### src/rtl/mem_rr_arbiter_if.sv
// Requester/memory handshake bundle for mem_rr_arbiter: level requests, done pulse, registered grant.
// master = requesters + memory side, slave = arbiter.
interface mem_rr_arbiter_if #(
  parameter int NUM_REQ = 2,
  parameter int ID_W    = (NUM_REQ > 2) ? $clog2(NUM_REQ) : 1
);
  logic [NUM_REQ-1:0] req;
  logic               mem_done;
  logic [NUM_REQ-1:0] grant;
  logic [ID_W-1:0]    grant_id;
  logic               busy;
  logic               timeout_err;

  modport master (
    output req, mem_done,
    input  grant, grant_id, busy, timeout_err
  );

  modport slave (
    input  req, mem_done,
    output grant, grant_id, busy, timeout_err
  );
endinterface

### src/rtl/mem_rr_arbiter.sv
// Round-robin memory-port arbiter, grant locked until mem_done; 1-cycle req->grant, zero-idle handoff.
// Requesters hold req (level) until granted; MEM_ARB_TIMEOUT_EN adds a forced release after TIMEOUT_CYCLES.
module mem_rr_arbiter #(
  parameter int NUM_REQ        = 2,
  parameter int ID_W           = (NUM_REQ > 2) ? $clog2(NUM_REQ) : 1,
  parameter int TIMEOUT_CYCLES = 256
) (
  input logic             clk,
  input logic             reset,
  mem_rr_arbiter_if.slave arb
);
  typedef enum logic {IDLE = 1'b0, BUSY = 1'b1} state_t;

  state_t             state;
  logic [ID_W-1:0]    ptr;
  logic [NUM_REQ-1:0] grant_q;
  logic [ID_W-1:0]    id_q;
  logic               busy_q;

  logic [NUM_REQ-1:0] req_v;
  logic [ID_W-1:0]    owner_nxt;
  logic [ID_W-1:0]    base;
  logic [ID_W-1:0]    win_id;
  logic               win_vld;
  logic               tmo_hit;
  logic               rel;

  generate
    if (NUM_REQ < 2 || TIMEOUT_CYCLES < 2) begin : g_param_chk
      $error("mem_rr_arbiter: NUM_REQ and TIMEOUT_CYCLES must both be >= 2");
    end
  endgenerate

  assign req_v     = arb.req;
  assign owner_nxt = (id_q == ID_W'(NUM_REQ - 1)) ? '0 : id_q + ID_W'(1);
  assign rel       = (state == BUSY) && (arb.mem_done || tmo_hit);
  // On release the search starts just past the owner, so a still-requesting owner ends up last.
  assign base      = (state == BUSY) ? owner_nxt : ptr;

  always_comb begin
    logic [2*NUM_REQ-1:0] scan;
    int                   sum;
    win_vld = 1'b0;
    win_id  = '0;
    sum     = 0;
    scan    = {req_v, req_v} >> base;
    for (int i = 0; i < NUM_REQ; i++) begin
      if (!win_vld && scan[0]) begin
        win_vld = 1'b1;
        sum     = int'(base) + i;
        if (sum >= NUM_REQ) sum = sum - NUM_REQ;
        win_id  = ID_W'(sum);
      end
      scan = scan >> 1;
    end
  end

  always_ff @(posedge clk or posedge reset) begin
    if (reset) begin
      state   <= IDLE;
      ptr     <= '0;
      grant_q <= '0;
      id_q    <= '0;
      busy_q  <= 1'b0;
    end else begin
      case (state)
        IDLE: begin
          if (win_vld) begin
            state   <= BUSY;
            grant_q <= NUM_REQ'(1) << win_id;
            id_q    <= win_id;
            busy_q  <= 1'b1;
          end
        end
        BUSY: begin
          if (rel) begin
            ptr <= owner_nxt;
            if (win_vld) begin
              grant_q <= NUM_REQ'(1) << win_id;
              id_q    <= win_id;
            end else begin
              state   <= IDLE;
              grant_q <= '0;
              id_q    <= '0;
              busy_q  <= 1'b0;
            end
          end
        end
        default: state <= IDLE;
      endcase
    end
  end

`ifdef MEM_ARB_TIMEOUT_EN
  localparam int CNT_W = $clog2(TIMEOUT_CYCLES);

  logic [CNT_W-1:0] tmo_cnt;
  logic             tmo_err_q;

  assign tmo_hit = (tmo_cnt == CNT_W'(TIMEOUT_CYCLES - 1));

  // A coincident mem_done wins: normal release, no error pulse.
  always_ff @(posedge clk or posedge reset) begin
    if (reset) begin
      tmo_cnt   <= '0;
      tmo_err_q <= 1'b0;
    end else begin
      tmo_err_q <= (state == BUSY) && tmo_hit && !arb.mem_done;
      if (state != BUSY || rel) tmo_cnt <= '0;
      else                      tmo_cnt <= tmo_cnt + CNT_W'(1);
    end
  end

  assign arb.timeout_err = tmo_err_q;
`else
  assign tmo_hit         = 1'b0;
  assign arb.timeout_err = 1'b0;
`endif

  assign arb.grant    = grant_q;
  assign arb.grant_id = id_q;
  assign arb.busy     = busy_q;
endmodule

### src/flat_wrapper.sv
// flat-port wrapper written by rule: the top's interface ports become plain ports
module mem_rr_arbiter_flat 
#(
  parameter int NUM_REQ        = 2,
  parameter int ID_W           = (NUM_REQ > 2) ? $clog2(NUM_REQ) : 1,
  parameter int TIMEOUT_CYCLES = 256
)
  (clk, reset, arb_req, arb_mem_done, arb_grant, arb_grant_id, arb_busy, arb_timeout_err);
  mem_rr_arbiter_if #(.NUM_REQ(NUM_REQ), .ID_W(ID_W)) arb_i ();
  input logic clk;
  input logic reset;
  input wire logic [$bits(arb_i.req)-1:0] arb_req;
  input wire logic [$bits(arb_i.mem_done)-1:0] arb_mem_done;
  output wire logic [$bits(arb_i.grant)-1:0] arb_grant;
  output wire logic [$bits(arb_i.grant_id)-1:0] arb_grant_id;
  output wire logic [$bits(arb_i.busy)-1:0] arb_busy;
  output wire logic [$bits(arb_i.timeout_err)-1:0] arb_timeout_err;
  assign arb_i.req = arb_req;
  assign arb_i.mem_done = arb_mem_done;
  assign arb_grant = arb_i.grant;
  assign arb_grant_id = arb_i.grant_id;
  assign arb_busy = arb_i.busy;
  assign arb_timeout_err = arb_i.timeout_err;
  mem_rr_arbiter #(.NUM_REQ(NUM_REQ), .ID_W(ID_W), .TIMEOUT_CYCLES(TIMEOUT_CYCLES)) u_core (.clk(clk), .reset(reset), .arb(arb_i));
endmodule
### config.mk
export PLATFORM = sky130hd
export DESIGN_NAME = mem_rr_arbiter_flat
export DESIGN_NICKNAME = d
export VERILOG_FILES = /design/src/rtl/mem_rr_arbiter_if.sv /design/src/rtl/mem_rr_arbiter.sv /design/src/flat_wrapper.sv
export SDC_FILE = /design/constraint.sdc
export NUM_CORES = 1
export LEC_CHECK = 0
export BUFFER_PORTS_ARGS = -buffer_cell sky130_fd_sc_hd__clkbuf_2
export CORE_AREA = 2 2 39 41
export DETAILED_ROUTE_END_ITERATION = 8
export DIE_AREA = 0 0 41 43
export HOLD_SLACK_MARGIN = 0.03
export PLACE_DENSITY = 0.52
export SLEW_MARGIN = 15
export SYNTH_ARGS = -nofsm -noshare
export SYNTH_HDL_FRONTEND = slang
export SYNTH_SLANG_ARGS = --single-unit
export TNS_END_PERCENT = 1
### constraint.sdc
create_clock -name clk -period 2.4 [get_ports clk]
set_clock_uncertainty 0.2 [all_clocks]
set_input_delay 0.36 -clock clk [delete_from_list [all_inputs] [get_ports clk]]
set_output_delay 0.36 -clock clk [all_outputs]
set_load 0.01 [all_outputs]
==> impl_metrics.tcl <==
set metrics [dict create \
    finalWirelength_um 533 \
    cts-resized-gates 0 \
    r2r-start "u_core.state" \
    cp-end-kind "primary output" \
    cp_slowest_cell "dfrtp_1" \
    grt_usage_pct 7.89 \
    cts-htree-levels 1 \
    crit_path_max_fanout 6 \
    syn_nets 36 \
    placement.io_buffers 8 \
    cts_made_buffers 3 \
    cp.arrival_ns 0.84 \
    initial_core_util_pct 21.6 \
    cts_sinks 5 \
    swShare_pct 28.9 \
    wl_met2_um 256 \
    drive_gt1_share_pct 34.1 \
    p_leak_nw 0.182 \
    fmax_mhz 715 \
    r2r_setup_slack_ns 1.08 \
    drcViolationCount 0 \
    fin_crit_sh_pct 58.3 \
    critPathBufInv 1 \
    synth_cell_types 17 \
    crit_start "u_core.arb.grant_id" \
    stdcell_count 57 \
    yosysWarnings 0 \
    power_density_mw_per_mm2 710 \
    vias 249 \
    rsz0062_at_grt "no" \
    first_global_vias 226 \
    crit_path_end "arb_grant[1]" \
    status "finished, final reports clean" \
    worstPathRequired_ns 1.84 \
    io_pins 10 \
    met1_length_um 226 \
    drt-initial-drc-count 2 \
    dieArea_mm2 0.00176 \
    die_x_um 41 \
    fin_util_pct 26.7 \
    cts.clk_slew.worst_paths_ns 0.05 \
    core_area_mm2 0.00138 \
    synth_area_um2 299 \
    worstHoldPathType "primary input to flop" \
    place_hpwl_um 413 \
    drv_slew 0 \
    internal_power_w 0.000186 \
    p_clk_share_pct 37.4 \
    crit_chain "clkbuf_2" \
    power_w 0.000262 \
    switchingPower_w 0.0000759 \
    syn_inst 31 \
    grt_max_degree 10 \
    final_nets 47 \
    routedWlPerCell_um 9.35 \
    row_count 14 \
    ir_drop_mv 0.404 \
    cts_tree "done" \
    area_delta_synth_final_pct 23.4 \
    nFillCells 155 \
    root_buffer "clkbuf_4" \
    crit_family "flip-flops" \
    slowest_delay_ns 0.43 \
    top_layer "met3" \
    avgSynthCellArea_um2 9.65 \
    dr.pass1.iters 4 \
    cp-start-kind "flop" \
    cap_violations 0 \
    clkLatencyLatePin_ns 0.24 \
    crit_type "flop to primary output" \
    grt_remaining_overflow 0 \
    seq_power_share_pct 41.9 \
    mostFrequentLayoutCell "clkbuf_2" \
    via_per_inst 4.37 \
    antenna_found_initial 0 \
    r2r_cells 2 \
    ys_ff_latch 5 \
    combinationalPowerShare_pct 20.7 \
    dp_cells 52 \
    tns_ns 0 \
    final_cell_mix "clkbuf_2, dfrtp_1, nand2_1, a21oi_1, clkbuf_4" \
    wl_met3_um 51 \
    clockBufferDepth 2 \
    chipHeight_um 43 \
    ant_nets 0 \
    gp_congestion 0.716 \
    diodes 0 \
    rr_endpoint "u_core.arb.busy" \
    seq_area_frac_synth_pct 41.8 \
    period_minus_slack_ns 1.40 \
    finalHoldViolCount 0 \
    finalSetupViolCount 0 \
    grt_pass1_wl_um 897 \
    cp_num_cells 1 \
]
==> stage by stage <==
stage                     instance area [um^2]  hold WS, ns  setup WS (ns)
after global placement                     333       0.0476           1.07
after detailed placement                   333       0.0451           1.07
after global routing                       369        0.180          0.955
final                                      369        0.179           1.00
after floorplan                            299      -0.0615           1.25
after CTS                                  369        0.174          0.983
==> logic make-up (layout without fill, tap and decap cells) <==
group / count (synthesis) / after routing / share of synthesized area (%)
flip-flops: 5 / 5 / 41.8
other: 1 / 1 / 1.25
multiplexers: 2 / 2 / 6.69
AND/OR/NAND/NOR: 10 / 10 / 19.7
buffers and inverters: 5 / 15 / 11.3
AO/OA/AOI/OAI: 8 / 8 / 19.2
==> cell type report <==
cell class                      instances  area, um^2  area share (%)
Multi-Input combinational cell         21         140            38.0
Sequential cell                         5         125            33.9
Timing Repair Buffer                    9        50.0            13.6
Clock buffer                            4        26.3            7.12
Tap cell                               16        20.0            5.42
Inverter                                2        7.51            2.03
==> power by group through the flow <==
stage,Clock [W],Combinational [W],Sequential [W]
after CTS,0.000102,0.0000558,0.000110
after global placement,0,0.0000538,0.000111
after global routing,0.000107,0.0000618,0.000113
after detailed placement,0,0.0000542,0.000112
after floorplan,0,0.0000378,0.000111
final,0.0000981,0.0000544,0.000110
==> metal layers <==
layer / up-vias / track usage [%]
met5: - / 0
met3: 0 / 6.28
li1: 126 / -
met2: 10 / 10.6
met4: 0 / 2.00
met1: 113 / 9.54
==> worst min path at each step <==
stage,from,end,slack [ns],cells after the start
2_1_floorplan,reset,u_core.arb.busy,-0.06,1
3_3_place_gp,reset,u_core.arb.busy,0.05,2
3_5_place_dp,reset,u_core.state,0.05,2
4_1_cts,arb_req[0],u_core.arb.grant_id,0.17,2
5_1_grt,arb_req[0],u_core.arb.grant_id,0.18,2
6_report,arb_req[0],u_core.arb.grant_id,0.18,2
==> cell usage after synthesis <==
| master | number | area (um^2) |
|---|---|---|
| o21ai_0 | 2 | 10.0 |
| nor2_1 | 2 | 7.51 |
| nand3_1 | 1 | 5.00 |
| buf_4 | 2 | 15.0 |
| o32a_1 | 1 | 10.0 |
| a21oi_1 | 3 | 15.0 |
| mux2i_1 | 2 | 20.0 |
| dfrtp_1 | 5 | 125 |
| conb_1 | 1 | 3.75 |
| nand2b_1 | 2 | 12.5 |
| nand2b_4 | 1 | 13.8 |
| a221oi_2 | 1 | 15.0 |
| a211oi_1 | 1 | 7.51 |
| nand2_1 | 3 | 11.3 |
| and2_4 | 1 | 8.76 |
| inv_1 | 2 | 7.51 |
| buf_6 | 1 | 11.3 |
==> sequential cells by signal, indices dropped and copies added (netlist names) <==
name,cells
u_core.ptr,1
u_core.arb.grant_id,1
u_core.arb.grant,1
u_core.state,1
u_core.arb.busy,1
==> what timing repair did <==
| item | in CTS | in global routing |
|---|---|---|
| endpoints found under the hold margin | 5 | 0 |
| hold buffers | 1 | 0 |
| setup buffers | 0 | 0 |
No activity file was read; power rests on OpenSTA's default activity.
